## src/rtl/painterengine_gpu_dma_pkg.sv

```systemverilog
// Shared types and constants for the GPU DMA read/write engines.
package painterengine_gpu_dma_pkg;

  localparam int unsigned NUM_CH = 4;
  localparam int unsigned WORD_W = 32;

  typedef enum logic [2:0] {
    ST_ROUTING       = 3'd0,
    ST_PARAM_CHECK   = 3'd1,
    ST_CALC_ADDRESS  = 3'd2,
    ST_ADDRESS_WRITE = 3'd3,
    ST_DATA_WRITE    = 3'd4,
    ST_RESPONSE_WAIT = 3'd5,
    ST_DONE          = 3'd6,
    ST_ERROR         = 3'd7
  } dma_state_e;

  typedef enum logic [2:0] {
    ERR_OK                = 3'd0,
    ERR_ROUTER            = 3'd1,
    ERR_ADDRESS           = 3'd2,
    ERR_ADDR_RESP_TIMEOUT = 3'd3,
    ERR_DATA_TIMEOUT      = 3'd4,
    ERR_PROTOCOL          = 3'd5,
    ERR_RESP_TIMEOUT      = 3'd6
  } dma_err_e;

  localparam logic [2:0] AXI_SIZE_WORD        = 3'b010;
  localparam logic [1:0] AXI_BURST_INCR       = 2'b01;
  localparam logic [3:0] AXI_CACHE_MODIFIABLE = 4'b0010;

  typedef struct packed {
    logic [31:0] addr;
    logic [7:0]  len;
  } dma_aw_t;

endpackage

```

## src/rtl/painterengine_gpu_dma_burst_calc.sv

```systemverilog
// Beats available before the next MAX_BURST-word window boundary, clipped to the words left.
module painterengine_gpu_dma_burst_calc
  import painterengine_gpu_dma_pkg::*;
#(
  parameter int unsigned MAX_BURST = 256
) (
  input  logic [$clog2(MAX_BURST)-1:0] i_addr_window,
  input  logic [31:0]                  i_offset,
  input  logic [31:0]                  i_length,
  output logic [$clog2(MAX_BURST):0]   o_burstlen_c
);

  localparam int unsigned WIN_W = $clog2(MAX_BURST);
  localparam int unsigned BL_W  = WIN_W + 1;

  logic [WIN_W-1:0] unalign;
  logic [BL_W-1:0]  aligned;
  logic [31:0]      remaining;

  always_comb begin
    unalign      = i_addr_window + i_offset[WIN_W-1:0];
    aligned      = BL_W'(MAX_BURST) - BL_W'(unalign);
    remaining    = i_length - i_offset;
    o_burstlen_c = (remaining < 32'(aligned)) ? remaining[BL_W-1:0] : aligned;
  end

endmodule

```

## src/rtl/painterengine_gpu_dma_writer.sv

```systemverilog
// AXI4 write-master DMA: streams one selected source lane to memory in
// window-aligned INCR bursts, then reports done or a typed error.
module painterengine_gpu_dma_writer
  import painterengine_gpu_dma_pkg::*;
#(
  parameter int unsigned TIMEOUT_BIT = 18,
  parameter int unsigned MAX_BURST   = 256
) (
  input  logic         i_wire_clock,
  input  logic         i_wire_reset,
  output logic         o_wire_done,
  input  logic [127:0] i_wire_address,
  input  logic [127:0] i_wire_length,
  input  logic [3:0]   i_wire_router,
  input  logic [127:0] i_wire_data,
  input  logic [3:0]   i_wire_data_valid,
  output logic [3:0]   o_wire_data_next,
  output logic         o_wire_error,
  output logic [2:0]   o_wire_error_type,
  output logic         o_wire_M_AXI_AWID,
  output logic [31:0]  o_wire_M_AXI_AWADDR,
  output logic [7:0]   o_wire_M_AXI_AWLEN,
  output logic [2:0]   o_wire_M_AXI_AWSIZE,
  output logic [1:0]   o_wire_M_AXI_AWBURST,
  output logic         o_wire_M_AXI_AWLOCK,
  output logic [3:0]   o_wire_M_AXI_AWCACHE,
  output logic [2:0]   o_wire_M_AXI_AWPROT,
  output logic [3:0]   o_wire_M_AXI_AWQOS,
  output logic         o_wire_M_AXI_AWVALID,
  input  logic         i_wire_M_AXI_AWREADY,
  output logic [31:0]  o_wire_M_AXI_WDATA,
  output logic [3:0]   o_wire_M_AXI_WSTRB,
  output logic         o_wire_M_AXI_WLAST,
  output logic         o_wire_M_AXI_WVALID,
  input  logic         i_wire_M_AXI_WREADY,
  input  logic         i_wire_M_AXI_BID,
  input  logic [1:0]   i_wire_M_AXI_BRESP,
  input  logic         i_wire_M_AXI_BVALID,
  output logic         o_wire_M_AXI_BREADY
);

  localparam int unsigned WIN_W = $clog2(MAX_BURST);
  localparam int unsigned BL_W  = WIN_W + 1;
  localparam int unsigned TMO_W = TIMEOUT_BIT + 1;

  dma_state_e       state_q, state_d;
  dma_err_e         err_q, err_d;
  logic [1:0]       idx_q, idx_d;
  logic [31:0]      addr_q, addr_d;
  logic [31:0]      len_q, len_d;
  logic [31:0]      offset_q, offset_d;
  logic [BL_W-1:0]  burstlen_q, burstlen_d;
  logic [BL_W-1:0]  beat_q, beat_d;
  dma_aw_t          aw_q, aw_d;
  logic [TMO_W-1:0] tmo_q, tmo_d;

  logic [BL_W-1:0]  burstlen_c;
  logic             wvalid_c, wlast_c, w_hs_c, aw_hs_c;
  logic             route_ok_c;
  logic [1:0]       route_idx_c;
  logic             unused_bid;

  assign unused_bid = i_wire_M_AXI_BID;

  painterengine_gpu_dma_burst_calc #(
    .MAX_BURST(MAX_BURST)
  ) u_burst_calc (
    .i_addr_window(addr_q[WIN_W+1:2]),
    .i_offset     (offset_q),
    .i_length     (len_q),
    .o_burstlen_c (burstlen_c)
  );

  // Handshake qualifiers; W-channel valid tracks the selected source lane directly.
  assign wvalid_c = (state_q == ST_DATA_WRITE) & i_wire_data_valid[idx_q];
  assign wlast_c  = (state_q == ST_DATA_WRITE) & (beat_q == (burstlen_q - BL_W'(1)));
  assign w_hs_c   = wvalid_c & i_wire_M_AXI_WREADY;
  assign aw_hs_c  = (state_q == ST_ADDRESS_WRITE) & i_wire_M_AXI_AWREADY;

  assign o_wire_M_AXI_AWID    = 1'b0;
  assign o_wire_M_AXI_AWADDR  = aw_q.addr;
  assign o_wire_M_AXI_AWLEN   = aw_q.len;
  assign o_wire_M_AXI_AWSIZE  = AXI_SIZE_WORD;
  assign o_wire_M_AXI_AWBURST = AXI_BURST_INCR;
  assign o_wire_M_AXI_AWLOCK  = 1'b0;
  assign o_wire_M_AXI_AWCACHE = AXI_CACHE_MODIFIABLE;
  assign o_wire_M_AXI_AWPROT  = 3'b000;
  assign o_wire_M_AXI_AWQOS   = 4'b0000;
  assign o_wire_M_AXI_AWVALID = (state_q == ST_ADDRESS_WRITE);
  assign o_wire_M_AXI_WDATA   = i_wire_data[{idx_q, 5'b00000} +: 32];
  assign o_wire_M_AXI_WSTRB   = 4'hF;
  assign o_wire_M_AXI_WLAST   = wlast_c;
  assign o_wire_M_AXI_WVALID  = wvalid_c;
  assign o_wire_M_AXI_BREADY  = (state_q == ST_RESPONSE_WAIT);
  assign o_wire_done          = (state_q == ST_DONE);
  assign o_wire_error         = (state_q == ST_ERROR);
  assign o_wire_error_type    = err_q;
  assign o_wire_data_next     = w_hs_c ? (4'b0001 << idx_q) : 4'b0000;

  always_comb begin
    route_ok_c  = 1'b1;
    route_idx_c = 2'd0;
    case (i_wire_router)
      4'b0001: route_idx_c = 2'd0;
      4'b0010: route_idx_c = 2'd1;
      4'b0100: route_idx_c = 2'd2;
      4'b1000: route_idx_c = 2'd3;
      default: route_ok_c  = 1'b0;
    endcase
  end

  // Next-state and datapath update.
  always_comb begin
    state_d    = state_q;
    err_d      = err_q;
    idx_d      = idx_q;
    addr_d     = addr_q;
    len_d      = len_q;
    offset_d   = offset_q;
    burstlen_d = burstlen_q;
    beat_d     = beat_q;
    aw_d       = aw_q;
    tmo_d      = '0;

    case (state_q)
      ST_ROUTING: begin
        if (route_ok_c) begin
          idx_d   = route_idx_c;
          addr_d  = i_wire_address[{route_idx_c, 5'b00000} +: 32];
          len_d   = i_wire_length[{route_idx_c, 5'b00000} +: 32];
          state_d = ST_PARAM_CHECK;
        end else begin
          err_d   = ERR_ROUTER;
          state_d = ST_ERROR;
        end
      end
      ST_PARAM_CHECK: begin
        if ((addr_q[1:0] != 2'b00) || (len_q == 32'd0)) begin
          err_d   = ERR_ADDRESS;
          state_d = ST_ERROR;
        end else begin
          offset_d = 32'd0;
          state_d  = ST_CALC_ADDRESS;
        end
      end
      ST_CALC_ADDRESS: begin
        burstlen_d = burstlen_c;
        aw_d.addr  = addr_q + {offset_q[29:0], 2'b00};
        aw_d.len   = 8'(burstlen_c - BL_W'(1));
        state_d    = ST_ADDRESS_WRITE;
      end
      ST_ADDRESS_WRITE: begin
        if (aw_hs_c) begin
          beat_d  = '0;
          state_d = ST_DATA_WRITE;
        end else begin
          tmo_d = tmo_q + TMO_W'(1);
        end
      end
      ST_DATA_WRITE: begin
        if (w_hs_c) begin
          beat_d = beat_q + BL_W'(1);
          if (wlast_c) state_d = ST_RESPONSE_WAIT;
        end else begin
          tmo_d = tmo_q + TMO_W'(1);
        end
      end
      ST_RESPONSE_WAIT: begin
        if (i_wire_M_AXI_BVALID) begin
          if (i_wire_M_AXI_BRESP != 2'b00) begin
            err_d   = ERR_PROTOCOL;
            state_d = ST_ERROR;
          end else begin
            offset_d = offset_q + 32'(burstlen_q);
            state_d  = (offset_d >= len_q) ? ST_DONE : ST_CALC_ADDRESS;
          end
        end else begin
          tmo_d = tmo_q + TMO_W'(1);
        end
      end
      default: ;
    endcase

    // A stalled handshake overrides whatever step the FSM would have taken.
    if (tmo_q[TIMEOUT_BIT]) begin
      tmo_d   = '0;
      state_d = ST_ERROR;
      case (state_q)
        ST_ADDRESS_WRITE: err_d = ERR_ADDR_RESP_TIMEOUT;
        ST_DATA_WRITE:    err_d = ERR_DATA_TIMEOUT;
        default:          err_d = ERR_RESP_TIMEOUT;
      endcase
    end
  end

  always_ff @(posedge i_wire_clock or posedge i_wire_reset) begin
    if (i_wire_reset) begin
      state_q    <= ST_ROUTING;
      err_q      <= ERR_OK;
      idx_q      <= 2'd0;
      addr_q     <= 32'd0;
      len_q      <= 32'd0;
      offset_q   <= 32'd0;
      burstlen_q <= '0;
      beat_q     <= '0;
      aw_q       <= '0;
      tmo_q      <= '0;
    end else begin
      state_q    <= state_d;
      err_q      <= err_d;
      idx_q      <= idx_d;
      addr_q     <= addr_d;
      len_q      <= len_d;
      offset_q   <= offset_d;
      burstlen_q <= burstlen_d;
      beat_q     <= beat_d;
      aw_q       <= aw_d;
      tmo_q      <= tmo_d;
    end
  end

endmodule

```

## config.mk

```make
export PLATFORM = sky130hd
export DESIGN_NAME = painterengine_gpu_dma_writer
export DESIGN_NICKNAME = d
export VERILOG_FILES = /design/src/rtl/painterengine_gpu_dma_pkg.sv /design/src/rtl/painterengine_gpu_dma_burst_calc.sv /design/src/rtl/painterengine_gpu_dma_writer.sv
export SDC_FILE = /design/constraint.sdc
export NUM_CORES = 1
export LEC_CHECK = 0
export BUFFER_PORTS_ARGS = -buffer_cell sky130_fd_sc_hd__buf_2
export CAP_MARGIN = 20
export CORE_AREA = 2 2 195 197
export CTS_BUF_LIST = sky130_fd_sc_hd__clkbuf_8
export DETAILED_ROUTE_END_ITERATION = 12
export DIE_AREA = 0 0 197 199
export HOLD_SLACK_MARGIN = 0.12
export PLACE_DENSITY = 0.72
export SLEW_MARGIN = 10
export SYNTH_ARGS = -nofsm -noshare
export SYNTH_HDL_FRONTEND = slang
export SYNTH_SLANG_ARGS = --single-unit
```

## constraint.sdc

```tcl
create_clock -name i_wire_clock -period 7.5 [get_ports i_wire_clock]
set_input_delay 1.5 -clock i_wire_clock [delete_from_list [all_inputs] [get_ports i_wire_clock]]
set_output_delay 1.5 -clock i_wire_clock [all_outputs]
set_load 0.03 [all_outputs]
```

# Yosys cells after proc, flatten, opt, wreduce, memory -nomap -nowiden
# Cells that the tools add are included.
# word_totals
ff_bits,181
output_inout_bits,107
# op_classes
add_sub_neg,9
n_lt_le_gt_ge,3
eq_ne,24
shift,4
mux,35
bitwise_logic,4
n_reduce_logical,15
# op_table
op,count
variable part select 128 x 8 -> 32 bit,3
two-way mux 32 bit,3
two-way mux 19 bit,4
one-hot mux 32 bit (2 select lines),1
one-hot mux 19 bit (3 select lines),1
two-way mux 3 bit,14
adder 32 bit,1
adder 32 x 9 -> 32 bit,1
>= comparator 32 bit,1
zero test 32 bit,1
< comparator 32 x 9 -> 1 bit,1
subtractor 32 bit,1
two-way mux 9 bit,3
"adder 19 x 1 -> 19 bit, second input constant",1
one-hot mux 3 bit (6 select lines),1
one-hot mux 9 bit (2 select lines),1
"equality test 3 bit, second input constant",4
"!= test 3 bit, second input constant",4
AND reduction 5 bit,2
"adder 9 x 1 -> 9 bit, second input constant",1
equality test 9 bit,1
one-hot mux 3 bit (3 select lines),1
"subtractor 9 x 1 -> 9 bit, second input constant",1
"subtractor 9 x 8 -> 9 bit, first input constant",1
other kinds (29),41

# Depth between registers and ports, before layout
# depth
ltp_word,7
mapped_depth,26

# Modules after synthesis
# Synthesis repeated with hierarchy kept, for this count alone.
# unflattened
cells_unflattened,1734
area_unflattened_um2,16059.2
# by_module_without_submodules
module,n_inst,cells_per_inst,area_per_inst_um2
painterengine_gpu_dma_writer,1,1330,13269.0
painterengine_gpu_dma_burst_calc,1,404,2790.2

# Worst setup path before layout
# OpenSTA, ideal clock, no wires.
# synth_timing
kind,reg-to-reg
startpoint,register offset_q[0]
endpoint,register aw_q (netlist bit o_wire_M_AXI_AWLEN[6])
t_arrival_ns,5.425
path_slack_ns,1.946
stages_incl_launch_ff,27
path_buffers,0
synth_period_minus_slack_ns,5.554
cell_sequence,dfrtp_1 -> ha_1 -> fa_1 -> a211oi_1 -> nor2_1 -> o21a_1 -> nor2_1 -> xor2_1 -> or3b_2 -> or3_1 -> ha_1 -> a21oi_1 -> nand4_1 -> nor3_1 -> o2111ai_1 -> nor4_1 -> nand4_1 -> nor4b_4 -> a21oi_1 -> a21oi_2 -> ha_1 -> nand2_1 -> nor4_1 -> xnor2_1 -> nand3_1 -> o21ai_0 -> o21ai_1
# synth_between
elab_chain_cells,5
# synth_rtl
element,line,text
from (decl),painterengine_gpu_dma_writer.sv:51,"logic [31:0] offset_q, offset_d;"
from (signal assigned),painterengine_gpu_dma_writer.sv:214,offset_q <= offset_d;
adder 8 bit,painterengine_gpu_dma_burst_calc.sv:21,unalign = i_addr_window + i_offset[WIN_W-1:0];
subtractor 9 x 8 -> 9 bit,painterengine_gpu_dma_burst_calc.sv:22,aligned = BL_W'(MAX_BURST) - BL_W'(unalign);
< comparator 32 x 9 -> 1 bit,painterengine_gpu_dma_burst_calc.sv:24,o_burstlen_c = (remaining < 32'(aligned)) ? remaining[BL_W-1:0] : aligned;
two-way mux 9 bit (*),painterengine_gpu_dma_burst_calc.sv:24,
subtractor 8 x 1 -> 8 bit (*),painterengine_gpu_dma_writer.sv:149,aw_d.len = 8'(burstlen_c - BL_W'(1));
to (signal assigned),painterengine_gpu_dma_writer.sv:217,aw_q <= aw_d;
to (decl),painterengine_gpu_dma_writer.sv:54,"dma_aw_t aw_q, aw_d;"
# Every way passes the cells marked *; elsewhere a longest branch is shown, timed or not.
# A chain may end at the register's enable or synchronous reset.

# Worst setup path after layout
# layout_timing
startpoint,register offset_q[0]
endpoint,register aw_q (netlist bit o_wire_M_AXI_AWLEN[4])
# Same word-level chain as after synthesis.

==> reports/metrics.csv <==
stage;metric;value;unit
clock_network;worstSkewPairLatency;490;ps
clock_network;root_buffer;clkbuf_8;
power;vdd_drop_max;0.126;mV
worst_setup_path;cp_data_required_time;7830;ps
synthesis;ys_ff_latch;181;
synthesis;syn_avg_cell_area;9.22;um^2
grt;grt_max_degree;87;
synthesis;synth-xor-area-share;0.0665;
sta;hold_viol;0;
synthesis;ys_dominant_reg_cell;dfrtp_1;
synthesis;synth-adder-area-share;0.0948;
place;place.gp.congestion;0.940;
synthesis;synth_mux_area_frac;0.169;
grt;antenna_found_initial;0;
clock_network;cts_htree_levels;4;
sta;min_period;6550;ps
grt;grt.total_usage;0.260;
route;firstDrtPassIters;5;
synthesis;yosys.area_share.simple;0.164;
die;ios;507;
synthesis;seq_area_frac_synth;0.289;
die;die_area;39200;um^2
worst_setup_path;path_class;register to register;
grt;grt_pass1_vias;14849;
worst_setup_path;start_kind;register;
run_status;status;finished, final reports clean;
die;num_rows;71;
clock_network;post_cts_buffers;0;
route;ant_nets;0;
power;power_density;230;nW/um^2
synthesis;ys_top_cells_by_area;dfrtp_1 29%, mux4_2 14%, ha_1 9.1%;
place;dp_hpwl;41800;um
sta;fmax;0.153;GHz
clock_network;cts_tree;yes;
flow_run;cap_violations;0;
sta;finClkSkew;16.7;ps
die;die_height;199;um
layout;final_cell_mix;483 x buf_2, 199 x nand2_1, 179 x dfrtp_1, 147 x o21ai_0, 114 x ha_1;
route;routed_via_density;5.77;
grt;grt_pass1_wl;79900;um
route;wire_per_inst;19.7;um
sta;slew_violations;0;
sta;slew_headroom;0.400;
synthesis;async_flop_share;1.00;
clock_network;postCtsHoldBufs;0;
min_path;hold_path.class;register to register;
clock_network;clk_pin_slew;100;ps
layout;n_antenna_cell;0;
route;drcViolationCount;0;
synthesis;syn_inst;1700;
layout;drive_gt1_frac;0.323;
synthesis;netlist.area_leader.share;0.289;
synthesis;synth_area_leader_cell;dfrtp_1;
layout;fin_nets;2660;
die;die_w;197;um
route;vias;15162;
die;start_util;0.422;
layout;regArea;4530;um^2
worst_setup_path;arrival;6880;ps
clock_network;ctsLongestPathBuffers;2;
power;p_total;0.00433;W
clock_network;cts_buffers;17;
clock_network;numClockSinks;181;
layout;syn_to_final_growth;20.2;%
synthesis;synth_top_family_by_area;multiplexers;
power;p_leak;9.25;nW
synthesis;synth-edff-count;0;
synthesis;synth-warning-count;0;
synthesis;synthDistinctLibCells;82;
layout;nFillCells;3519;
route;wl;51700;um
sta;fin_crit_sh;0.873;
synthesis;synth_area;15700;um^2
sta;tightest_slew;901;ps
layout;final_common_cell;buf_2;
die;coreArea;37100;um^2
clock_network;cts_resized;0;
sta;grt_setup_unrepaired;no;
worst_setup_path;critPathCaptureType;register;
place;portBuffers;483;
sta;setup_violations;0;
route;drt_iter0_drc;1195;
synthesis;synth-compound-area-share;0.162;
worst_setup_path;worst-path-max-fanout;10;
sta;setup_tns;0;ps
layout;multi_input_area;10400;um^2
grt;overflow;0;
cells by family (layout without fill, tap and decap cells):
| logic type | count (synthesis) | count (layout) |
|---|---|---|
| muxes | 138 | 138 |
| AOI/OAI and AO/OA | 412 | 412 |
| buffers and inverters | 198 | 633 |
| xor gates and xnor gates | 119 | 119 |
| and+or+nand+nor | 533 | 533 |
| other | 2 | 22 |
| adders and majority gates | 117 | 117 |
| DFF | 181 | 181 |
area by class of cell:
class / instances / share of cell area
clock buffers: 17 / 0.0124
clock inverters: 14 / 0.00804
inverters: 99 / 0.0200
multi-input cells: 1341 / 0.551
flip-flops and latches: 181 / 0.241
well taps: 474 / 0.0315
repair buffers: 503 / 0.136
path summary, 6_finish.rpt:
kind | from | to | slack, ps | cells past startpoint
worst max register to register | offset_q[0]$_DFFE_PP0P_ | o_wire_M_AXI_AWLEN[4]$_DFFE_PP0P_ | 950 | 25
worst min-delay path | o_wire_M_AXI_AWLEN[1]$_DFFE_PP0P_ | o_wire_M_AXI_AWLEN[1]$_DFFE_PP0P_ | 480 | 2
worst max-delay path | offset_q[0]$_DFFE_PP0P_ | o_wire_M_AXI_AWLEN[4]$_DFFE_PP0P_ | 950 | 25
min in group asynchronous | i_wire_reset | addr_q[20]$_DFFE_PP0P_ | 1120 | 2
max in group asynchronous | i_wire_reset | idx_q[0]$_DFFE_PP0P_ | 5050 | 3
worst min register to register | o_wire_M_AXI_AWLEN[1]$_DFFE_PP0P_ | o_wire_M_AXI_AWLEN[1]$_DFFE_PP0P_ | 480 | 2
worst max-delay path, stage by stage (launching register included):
cell and delay, ps:
dfrtp_1 440, ha_1 230, fa_1 420, a211oi_1 350, nor2_1 120, o21a_1 190, nor2_1 110, xor2_1 260
or3b_2 480, or3_1 430, ha_1 240, a21oi_1 220, nand4_1 120, nor3_1 150, o2111ai_1 180, nor4_1 330
nand4_1 220, or4b_4 650, nor2_8 230, a21oi_1 120, ha_1 270, nand2_1 110, nor2_1 60, xor2_1 160
o21ai_0 210, o21ai_0 110
routing by layer:
layer / routed length (um) / vias to the layer above / GRT usage
li1: - / 7075 / -
met1: 23000 / 7394 / 0.360
met2: 24300 / 630 / 0.425
met3: 3080 / 63 / 0.0368
met4: 1320 / 0 / 0.0757
met5: 0 / - / 0
per-stage QoR:
stage | std cells | hold WS (ps) | setup WS (ps) | area (um^2) | util
after global routing | 2629 | 491 | 536 | 18800 | 0.507
after CTS | 2629 | 483 | 993 | 18800 | 0.507
final | 2629 | 480 | 952 | 18800 | 0.507
after detailed placement | 2598 | 457 | 1030 | 18500 | 0.497
after global placement | 2598 | 450 | 1140 | 18500 | 0.497
after floorplan | 1720 | 453 | 1080 | 15800 | -
power by group:
part / switching (W) / internal, W / leakage (nW) / total, W
clock: 0.000389 / 0.000299 / 0.199 / 0.000687
sequential: 0.000150 / 0.00110 / 2.23 / 0.00125
combinational: 0.00145 / 0.000949 / 6.83 / 0.00240
flip-flops by register name (all words and copies together) (netlist names):
register,count
tmo_q,19
len_q,32
idx_q,2
state_q,3
beat_q,9
burstlen_q,9
offset_q,32
o_wire_error_type,3
addr_q,32
o_wire_M_AXI_AWLEN,8
o_wire_M_AXI_AWADDR,32
synthesized netlist by cell type (all sizes together), types with 28 or more instances:
cell type,instances
nand4,31
a21oi,104
o21ai,154
mux4,97
xnor2,81
xor2,38
ha,114
buf,43
inv,98
nand3,48
mux2,35
dfrtp,181
nor2,108
clkbuf,56
nand2,200
a21o,28
(Power assumes the default switching activity.)
